<file path="src/rtl/vga_pkg.sv">
// Shared VGA constants and the framebuffer fetch FSM state type.
package vga_pkg;

  localparam int HFP    = 40;
  localparam int HPULSE = 48;
  localparam int HBP    = 40;
  localparam int VFP    = 13;
  localparam int VPULSE = 3;
  localparam int VBP    = 29;

  localparam int BYTES_PER_PIXEL = 4;

  typedef enum logic [1:0] {
    IDLE,
    WAIT_CREDIT,
    REQ,
    DONE
  } fetch_state_t;

endpackage

</file>
<file path="src/rtl/vga_fetch_ctrl_if.sv">
// Burst read request channel between the fetch scheduler and the memory read master.
interface vga_fetch_ctrl_if #(
  parameter int ADDR_W = 32
);

  logic              rd_req;
  logic [ADDR_W-1:0] rd_addr;
  logic              rd_ack;
  logic              rd_valid;

  modport master (
    output rd_req,
    output rd_addr,
    input  rd_ack,
    input  rd_valid
  );

  modport slave (
    input  rd_req,
    input  rd_addr,
    output rd_ack,
    output rd_valid
  );

endinterface

</file>
<file path="src/rtl/vga_fetch_ctrl_credit.sv">
// Tracks words requested but not yet returned and decides whether another burst
// still fits in the pixel FIFO.
module fetch_credit #(
  parameter int BURST      = 16,
  parameter int FIFO_DEPTH = 64
) (
  input  logic                             pixel_clk,
  input  logic                             pixel_rst,
  input  logic                             ack_i,
  input  logic                             valid_i,
  input  logic [$clog2(FIFO_DEPTH+1)-1:0]  fifo_level_i,
  output logic                             can_issue_o
);

  localparam int LVL_W = $clog2(FIFO_DEPTH + 1);
  localparam int OUT_W = $clog2(FIFO_DEPTH + BURST + 1);
  localparam int SUM_W = ((LVL_W > OUT_W) ? LVL_W : OUT_W) + 2;

  logic [OUT_W-1:0] outstanding_q, outstanding_d;
  logic [SUM_W-1:0] need;
  logic             can_issue_q, can_issue_d;

  // The check looks at the post-update count, so a burst acked this cycle is
  // already charged when the FSM next considers issuing.
  always_comb begin
    outstanding_d = outstanding_q;
    if (ack_i) begin
      outstanding_d = outstanding_q + OUT_W'(BURST);
    end
    if (valid_i && (outstanding_q != '0)) begin
      outstanding_d = outstanding_d - OUT_W'(1);
    end
    need        = SUM_W'(fifo_level_i) + SUM_W'(outstanding_d) + SUM_W'(BURST);
    can_issue_d = (need <= SUM_W'(FIFO_DEPTH));
  end

  always_ff @(posedge pixel_clk or negedge pixel_rst) begin
    if (!pixel_rst) begin
      outstanding_q <= '0;
      can_issue_q   <= 1'b0;
    end else begin
      outstanding_q <= outstanding_d;
      can_issue_q   <= can_issue_d;
    end
  end

  assign can_issue_o = can_issue_q;

endmodule

</file>
<file path="src/rtl/vga_fetch_ctrl.sv">
// Framebuffer read scheduler: walks the frame in fixed bursts, gated by FIFO credit.
// Optional late-frame detection and counting is built when VGA_FETCH_ERR_EN is defined.
module vga_fetch_ctrl
  import vga_pkg::*;
#(
  parameter int HDISP      = 800,
  parameter int VDISP      = 480,
  parameter int BURST      = 16,
  parameter int FIFO_DEPTH = 64,
  parameter int ADDR_W     = 32
) (
  input  logic                            pixel_clk,
  input  logic                            pixel_rst,
  input  logic                            enable_i,
  input  logic [ADDR_W-1:0]               fb_base_i,
  input  logic                            frame_start_i,
  input  logic [$clog2(FIFO_DEPTH+1)-1:0] fifo_level_i,
  vga_fetch_ctrl_if.master                mem,
  output logic                            frame_busy_o,
`ifdef VGA_FETCH_ERR_EN
  output logic [15:0]                     err_cnt_o,
`endif
  output logic                            err_late_o
);

  localparam int TOTAL = HDISP * VDISP / BURST;
  localparam int CNT_W = $clog2(TOTAL + 1);
  localparam logic [ADDR_W-1:0] STEP = ADDR_W'(BURST * BYTES_PER_PIXEL);

  fetch_state_t      state_q, state_d;
  logic [ADDR_W-1:0] addr_q, addr_d;
  logic [ADDR_W-1:0] pend_base_q, pend_base_d;
  logic [CNT_W-1:0]  cnt_q, cnt_d;
  logic              restart_q, restart_d;
  logic              rd_req_q, rd_req_d;
  logic              busy_q, busy_d;
  logic              fs_acc;
  logic              ack;
  logic              can_issue;

  assign fs_acc = frame_start_i && enable_i;
  assign ack    = rd_req_q && mem.rd_ack;

  fetch_credit #(
    .BURST      (BURST),
    .FIFO_DEPTH (FIFO_DEPTH)
  ) u_credit (
    .pixel_clk    (pixel_clk),
    .pixel_rst    (pixel_rst),
    .ack_i        (ack),
    .valid_i      (mem.rd_valid),
    .fifo_level_i (fifo_level_i),
    .can_issue_o  (can_issue)
  );

  always_ff @(posedge pixel_clk or negedge pixel_rst) begin
    if (!pixel_rst) begin
      state_q     <= IDLE;
      addr_q      <= '0;
      pend_base_q <= '0;
      cnt_q       <= '0;
      restart_q   <= 1'b0;
      rd_req_q    <= 1'b0;
      busy_q      <= 1'b0;
    end else begin
      state_q     <= state_d;
      addr_q      <= addr_d;
      pend_base_q <= pend_base_d;
      cnt_q       <= cnt_d;
      restart_q   <= restart_d;
      rd_req_q    <= rd_req_d;
      busy_q      <= busy_d;
    end
  end

  // A late frame_start in REQ is parked in restart_q so the open handshake
  // finishes at its original address before the walk restarts.
  always_comb begin
    state_d     = state_q;
    addr_d      = addr_q;
    pend_base_d = pend_base_q;
    cnt_d       = cnt_q;
    restart_d   = restart_q;
    case (state_q)
      IDLE, DONE: begin
        if (fs_acc) begin
          state_d = WAIT_CREDIT;
          addr_d  = fb_base_i;
          cnt_d   = CNT_W'(TOTAL);
        end
      end
      WAIT_CREDIT: begin
        if (!enable_i) begin
          state_d = IDLE;
        end else if (fs_acc) begin
          addr_d = fb_base_i;
          cnt_d  = CNT_W'(TOTAL);
        end else if (can_issue) begin
          state_d = REQ;
        end
      end
      REQ: begin
        if (fs_acc) begin
          restart_d   = 1'b1;
          pend_base_d = fb_base_i;
        end
        if (ack) begin
          restart_d = 1'b0;
          if (fs_acc || restart_q) begin
            addr_d  = fs_acc ? fb_base_i : pend_base_q;
            cnt_d   = CNT_W'(TOTAL);
            state_d = enable_i ? WAIT_CREDIT : IDLE;
          end else begin
            addr_d = addr_q + STEP;
            cnt_d  = cnt_q - CNT_W'(1);
            if (cnt_q == CNT_W'(1)) begin
              state_d = DONE;
            end else begin
              state_d = enable_i ? WAIT_CREDIT : IDLE;
            end
          end
        end
      end
      default: state_d = IDLE;
    endcase
  end

  always_comb begin
    rd_req_d = (state_d == REQ);
    busy_d   = (state_d == WAIT_CREDIT) || (state_d == REQ);
  end

  assign mem.rd_req   = rd_req_q;
  assign mem.rd_addr  = addr_q;
  assign frame_busy_o = busy_q;

`ifdef VGA_FETCH_ERR_EN
  logic        late;
  logic        err_q, err_d;
  logic [15:0] err_cnt_q, err_cnt_d;

  assign late = fs_acc && busy_q;

  always_comb begin
    err_d     = err_q || late;
    err_cnt_d = err_cnt_q;
    if (late && (err_cnt_q != 16'hFFFF)) begin
      err_cnt_d = err_cnt_q + 16'd1;
    end
  end

  always_ff @(posedge pixel_clk or negedge pixel_rst) begin
    if (!pixel_rst) begin
      err_q     <= 1'b0;
      err_cnt_q <= '0;
    end else begin
      err_q     <= err_d;
      err_cnt_q <= err_cnt_d;
    end
  end

  assign err_late_o = err_q;
  assign err_cnt_o  = err_cnt_q;
`else
  assign err_late_o = 1'b0;
`endif

endmodule

</file>
<file path="src/flat_wrapper.sv">
// flat-port wrapper written by rule: the top's interface ports become plain ports
module vga_fetch_ctrl_flat import vga_pkg::*;
#(
  parameter int HDISP      = 800,
  parameter int VDISP      = 480,
  parameter int BURST      = 16,
  parameter int FIFO_DEPTH = 64,
  parameter int ADDR_W     = 32
)
  (pixel_clk, pixel_rst, enable_i, fb_base_i, frame_start_i, fifo_level_i, frame_busy_o, err_late_o, mem_rd_req, mem_rd_addr, mem_rd_ack, mem_rd_valid);
  vga_fetch_ctrl_if #(.ADDR_W(ADDR_W)) mem_i ();
  input  logic pixel_clk;
  input  logic pixel_rst;
  input  logic enable_i;
  input  logic [ADDR_W-1:0] fb_base_i;
  input  logic frame_start_i;
  input  logic [$clog2(FIFO_DEPTH+1)-1:0] fifo_level_i;
  output logic frame_busy_o;
  output logic err_late_o;
  output wire logic [$bits(mem_i.rd_req)-1:0] mem_rd_req;
  output wire logic [$bits(mem_i.rd_addr)-1:0] mem_rd_addr;
  input wire logic [$bits(mem_i.rd_ack)-1:0] mem_rd_ack;
  input wire logic [$bits(mem_i.rd_valid)-1:0] mem_rd_valid;
  assign mem_rd_req = mem_i.rd_req;
  assign mem_rd_addr = mem_i.rd_addr;
  assign mem_i.rd_ack = mem_rd_ack;
  assign mem_i.rd_valid = mem_rd_valid;
  vga_fetch_ctrl #(.HDISP(HDISP), .VDISP(VDISP), .BURST(BURST), .FIFO_DEPTH(FIFO_DEPTH), .ADDR_W(ADDR_W)) u_core (.pixel_clk(pixel_clk), .pixel_rst(pixel_rst), .enable_i(enable_i), .fb_base_i(fb_base_i), .frame_start_i(frame_start_i), .fifo_level_i(fifo_level_i), .mem(mem_i), .frame_busy_o(frame_busy_o), .err_late_o(err_late_o));
endmodule
</file>
<file path="config.mk">
export PLATFORM = sky130hd
export DESIGN_NAME = vga_fetch_ctrl_flat
export DESIGN_NICKNAME = d
export VERILOG_FILES = /design/src/rtl/vga_pkg.sv /design/src/rtl/vga_fetch_ctrl_if.sv /design/src/rtl/vga_fetch_ctrl_credit.sv /design/src/rtl/vga_fetch_ctrl.sv /design/src/flat_wrapper.sv
export SDC_FILE = /design/constraint.sdc
export NUM_CORES = 1
export LEC_CHECK = 0
export BUFFER_PORTS_ARGS = -buffer_cell sky130_fd_sc_hd__buf_2
export CORE_AREA = 5 5 110 112
export CTS_CLUSTER_DIAMETER = 60
export DETAILED_ROUTE_END_ITERATION = 8
export DIE_AREA = 0 0 115 117
export PLACE_DENSITY = 0.71
export SLEW_MARGIN = 20
export SYNTH_ARGS = -nofsm -noshare
export SYNTH_HDL_FRONTEND = slang
export SYNTH_SLANG_ARGS = --single-unit
</file>
<file path="constraint.sdc">
create_clock -name pixel_clk -period 7 [get_ports pixel_clk]
set_input_delay 1.4 -clock pixel_clk [delete_from_list [all_inputs] [get_ports pixel_clk]]
set_output_delay 1.4 -clock pixel_clk [all_outputs]
set_load 0.05 [all_outputs]
</file>
**Word level (Yosys, flattened, before mapping)**

Index checks and enable logic that the tools add are counted.

- Bits in registers: 92
- Word-level logic and storage cells: 59
- Input port bits: 45
- Output and inout bits: 35
- RAM bits: 0
- Memories kept: 0
- Bits in latches: 0
- Bits in read-only memories: 0

- Reductions and logical operators: 11
- Add/subtract/negate cells: 6
- Bitwise operators: 0
- Equal/unequal tests: 8
- Magnitude comparators: 1
- Muxes and demuxes: 24
- Multipliers: 0
- Shifts and indexed selects: 0
- Divide/modulo/power cells: 0

Operators with widths:

| operator | count |
|---|---|
| two-way mux 32 bit | 5 |
| one-hot mux 32 bit (3 select lines) | 1 |
| two-way mux 15 bit | 4 |
| one-hot mux 15 bit (3 select lines) | 1 |
| adder 32 x 7 -> 32 bit (second input constant) | 1 |
| equality test 15 x 1 -> 1 bit (second input constant) | 1 |
| subtractor 15 x 1 -> 15 bit (second input constant) | 1 |
| two-way mux 2 bit | 7 |
| two-way mux 7 bit | 2 |
| adder 8 x 5 -> 9 bit (second input constant) | 1 |
| <= comparator 9 x 7 -> 1 bit (second input constant) | 1 |
| adder 7 x 7 -> 8 bit | 1 |
| adder 7 x 5 -> 7 bit (second input constant) | 1 |
| nonzero test 7 bit | 1 |
| subtractor 7 x 1 -> 7 bit (second input constant) | 1 |
| equality test 2 bit (second input constant) | 3 |
| one-hot mux 2 bit (3 select lines) | 1 |
| equality test 2 x 1 -> 1 bit (second input constant) | 2 |
| AND reduction 2 bit | 2 |
| logical AND 1 bit | 3 |
| two-way mux 1 bit | 3 |
| logical NOT 2 bit | 1 |
| logical OR 1 bit | 2 |
| != test 2 x 1 -> 1 bit (second input constant) | 1 |
| 3 further kinds | 3 |

**Depth between registers and ports, before layout**

- Depth after elaboration: 7
- Mapped depth: 15
- Gate-level depth less buffers: 15

**By module**

Synthesis repeated with hierarchy kept, for this count alone.

- Cells, all modules: 598
- Area total of the unflattened synthesis: 5681.7 um^2

By module, submodules not included:

| module | cells each | seq. area each (um^2) | instances | area an instance (um^2) |
|---|---|---|---|---|
| vga_fetch_ctrl | 510 | 2102.0 | 1 | 4874.7 |
| fetch_credit | 88 | 200.2 | 1 | 807.0 |

**Worst setup path after synthesis**

No wires, ideal clock.

- Path kind: input to register
- Start: in mem_rd_valid
- End: reg u_core.u_credit.can_issue_q (netlist: u_core.u_credit.can_issue_o)
- Stages on the path: 11
- Setup time: 0.104 ns
- Setup slack: 3.532 ns
- Data required time: 6.896 ns
- Arrival: 3.365 ns
- Buffers on the path: 0
- Path through: o31a_1 nand2_1 xnor2_1 ha_1 inv_1 fa_1 nand2b_1 a21oi_1 xnor2_1 nand4_1 a221oi_1

- Cells in the longest elaborated chain, start to end: 5

Ends and longest elaborated chain:

| what | RTL line | text |
|---|---|---|
| start, declared | flat_wrapper.sv:23 | `input wire logic [$bits(mem_i.rd_valid)-1:0] mem_rd_valid;` |
| logical AND 1 bit | vga_fetch_ctrl_credit.sv:30 | `if (valid_i && (outstanding_q != '0)) begin` |
| two-way mux 7 bit | vga_fetch_ctrl_credit.sv:30 |  |
| via u_core.u_credit.outstanding_d[2] | vga_fetch_ctrl_credit.sv:19 | `logic [OUT_W-1:0] outstanding_q, outstanding_d;` |
| adder 7 x 7 -> 8 bit | vga_fetch_ctrl_credit.sv:33 | `need = SUM_W'(fifo_level_i) + SUM_W'(outstanding_d) + SUM_W'(BURST);` |
| adder 8 x 5 -> 9 bit | vga_fetch_ctrl_credit.sv:33 |  |
| <= comparator 9 x 7 -> 1 bit | vga_fetch_ctrl_credit.sv:34 | `can_issue_d = (need <= SUM_W'(FIFO_DEPTH));` |
| via u_core.u_credit.can_issue_d | vga_fetch_ctrl_credit.sv:21 | `logic can_issue_q, can_issue_d;` |
| end signal, assigned | vga_fetch_ctrl_credit.sv:43 | `can_issue_q <= can_issue_d;` |
| end, declared | vga_fetch_ctrl_credit.sv:21 |  |

The timed path passes the listed nets, and every way through them passes these cells.
A chain may end at the register's enable or synchronous reset.

**Worst setup path after layout**

Ends and elaborated chain as after synthesis.

==> metrics.log <==
INFO  metric result_of_the_run = finished, final reports clean
INFO  metric synth_enable_flop_cells = 0
INFO  metric signal_arrival_time_at_the_worst_endpoint = 3740 ps
INFO  metric vdd.ir_drop.worst = 254 uV
INFO  metric grt_pass1_wl = 23300 um
INFO  metric p_leak = 2.77 nW
INFO  metric design.core.area = 11100 um^2
INFO  metric antenna_violating_nets_post_route = 0
INFO  metric worst_setup_path_end_kind = flip-flop
INFO  metric wl = 14400 um
INFO  metric synth.largest_area_cell = dfrtp_1
INFO  metric skew = 9.40 ps
INFO  metric highest_clock_frequency_the_design_can_meet = 286 MHz
INFO  metric cts.sink_count = 92
INFO  metric start_util = 48.4%
INFO  metric insertedDiodeCount = 0
INFO  metric hold_path_class = reg2reg
INFO  metric via_per_inst = 5.99
INFO  metric post_synthesis_cell_count = 579
INFO  metric cts.path.max_buffers = 2
INFO  metric post-synth-top-count-cell = dfrtp_1
INFO  metric worstHoldStart = u_core.cnt_q[13]
INFO  metric ys_top_cells_by_area = dfrtp_1 43%, mux2_2 6.7%, ha_1 5.1%
INFO  metric hold-path-cell-count = 1
INFO  metric timing_worst_slew_pin_value = 915 ps
INFO  metric r2r-start = u_core.u_credit.outstanding_q[4]
INFO  metric maximum_number_of_pins_on_one_net_before_global_route_repair = 59
INFO  metric cts_hold_repair.buffers = 0
INFO  metric yosys_warnings = 0
INFO  metric finalMaxSlewViolations = 0
INFO  metric max_cap_viol_count = 0
INFO  metric synthesis.area = 5390 um^2
INFO  metric clockRootBuffer = clkbuf_16
INFO  metric yosysSeqAreaShare = 42.7%
INFO  metric drt_pre_antenna_iters = 5
INFO  metric placementRows = 39
INFO  metric pre_cts_slack = 3190 ps
INFO  metric async_reset_ff_share = 100%
INFO  metric yosysTopAreaCellShare = 42.7%
INFO  metric post-route-period-util = 49.9%
INFO  metric final-hold-violation-count = 0
INFO  metric worst_setup_path_start_kind = input pin
INFO  metric num_vias = 4781
INFO  metric nNetsFinal = 718
INFO  metric ys_top_cells_by_count = 92 x dfrtp_1, 53 x o21ai_0, 49 x nand2_1
INFO  metric maximum_fanout_count_along_the_critical_path = 4
INFO  metric route.detailed.wl_per_inst = 18.1 um
INFO  metric globalplace.congestion = 0.863
INFO  metric timing.final.crit_period = 3490 ps
INFO  metric grt_pass1_vias = 4632
INFO  metric worst_case_reg_to_reg_path_depth = 14
INFO  metric ys_dominant_reg_cell = dfrtp_1
INFO  metric die_width = 115 um
INFO  metric buffer_ports.inserted = 78
INFO  metric grt_use_total = 21.9%
INFO  metric skew_pair_late_insertion_delay = 350 ps
INFO  metric clk_pin_slew_worst_paths = 60 ps
INFO  metric tritoncts = yes
INFO  metric dp.final_hpwl = 10100 um
INFO  metric htree_levels = 3
INFO  metric die_height = 117 um
INFO  metric top_level_ports = 80
INFO  metric syn_avg_cell_area = 9.31 um^2
INFO  metric rrSetupSlack = 3600 ps
INFO  metric synthDistinctLibCells = 67
INFO  metric grt_ovf = 0
INFO  metric reg2reg_to = u_core.u_credit.can_issue_o
INFO  metric post-route-drc-count = 0
INFO  metric die-area = 13500 um^2
INFO  metric initialDrtViolationCount = 421
INFO  metric critical_path_class = in2reg
INFO  metric post_cts_resized = 0
INFO  metric antenna_found_initial = 0
INFO  metric ys_seq_elements = 92
INFO  metric areaGrowthSynthToFinish = 16.1%
INFO  metric syn-num-nets = 647
INFO  metric clock_buffer_count_from_cts = 9
INFO  metric cts.repair_timing.setup_buffer_count = 0
INFO  metric grt_setup_unrepaired = no
INFO  metric final_core_utilization = 56.2%
INFO  metric pwr_density_cell = 410 nW/um^2
INFO  metric drive_gt1_share = 22.3%
INFO  metric worstHoldEndpoint = u_core.cnt_q[13]
INFO  metric setup_violations = 0
INFO  metric final.setup.tns = 0 ps
INFO  metric maxSlewHeadroom = 39.0%
INFO  metric crit_required = 7240 ps
INFO  metric setup_slack = 3510 ps
cell families (layout without fill, tap and decap cells):
group / Yosys count / after routing / share of synthesized area [%]
compound gates: 155 / 155 / 17.8
xor+xnor: 24 / 24 / 3.90
fa+ha+maj: 23 / 23 / 5.48
buf+inv: 46 / 122 / 3.32
flops: 92 / 92 / 42.7
mux: 36 / 36 / 7.43
other cells: 1 / 1 / 0.0696
simple gates: 202 / 202 / 19.3
cell usage in the layout (no fill, tap or decap), drive strengths merged, types with 14 or more instances in the layout:
master	n
nand3	32
xnor2	14
o21ai	53
a21oi	40
inv	21
buf	86
mux2	32
nor3	15
ha	22
dfrtp	92
nor2	48
nand2	49
critical path, cell delays in order:
cell and delay (ps):
buf_2 100, o31ai_1 100, nor4_1 240, xor2_1 230, ha_1 270, ha_1 240, a211oi_1 400, nor2_1 120
xnor2_1 210, nand4_1 120, a221oi_1 290
sequential cells by signal (all words and copies together), names as in the netlist, 2 cells and up:
name,count
u_core.mem.rd_addr,32
u_core.state_q,2
u_core.u_credit.outstanding_q,7
u_core.pend_base_q,32
u_core.cnt_q,15
per-layer routing:
layer	part of all wire (%)	vias up	track usage, %
met5	0	-	0
met4	1.7	0	7.28
met3	5.9	18	4.47
met2	49	168	34.9
met1	44	2323	30.0
li1	-	2272	-
power by group:
| part | switching (W) | total, W | internal, W |
|---|---|---|---|
| Combinational | 0.000723 | 0.00114 | 0.000412 |
| Sequential | 0.000183 | 0.000890 | 0.000707 |
| Clock | 0.000215 | 0.000539 | 0.000324 |
worst max path at each step:
stage	startpoint	to	slack (ps)	depth (start not counted)
finish	mem_rd_valid	u_core.u_credit.can_issue_o	3510	11
global route	u_core.u_credit.outstanding_q[4]	u_core.u_credit.can_issue_o	3370	14
CTS	mem_rd_valid	u_core.u_credit.can_issue_o	3550	11
detailed placement	mem_rd_valid	u_core.u_credit.can_issue_o	3190	12
global placement	mem_rd_valid	u_core.u_credit.can_issue_o	3330	12
floorplan	mem_rd_valid	u_core.u_credit.can_issue_o	3530	11
area by class of cell:
class	count	area (um^2)
Inverter	20	75.1
Fill cell	997	4870
Timing Repair Buffer	86	453
Clock inverter	5	83.8
Multi-Input combinational cell	441	2920
Tap cell	143	179
Sequential cell	92	2300
Clock buffer	11	243
metrics by stage:
step | hold slack (ps) | power, W | area (um^2) | std cells
after global placement | 466 | 0.00197 | 5920 | 782
after floorplan | 442 | 0.00172 | 5390 | 579
after detailed placement | 472 | 0.00202 | 5920 | 782
final | 492 | 0.00256 | 6260 | 798
after CTS | 489 | 0.00257 | 6250 | 798
after global routing | 516 | 0.00273 | 6260 | 798
Power figures use the tool's default switching activity.
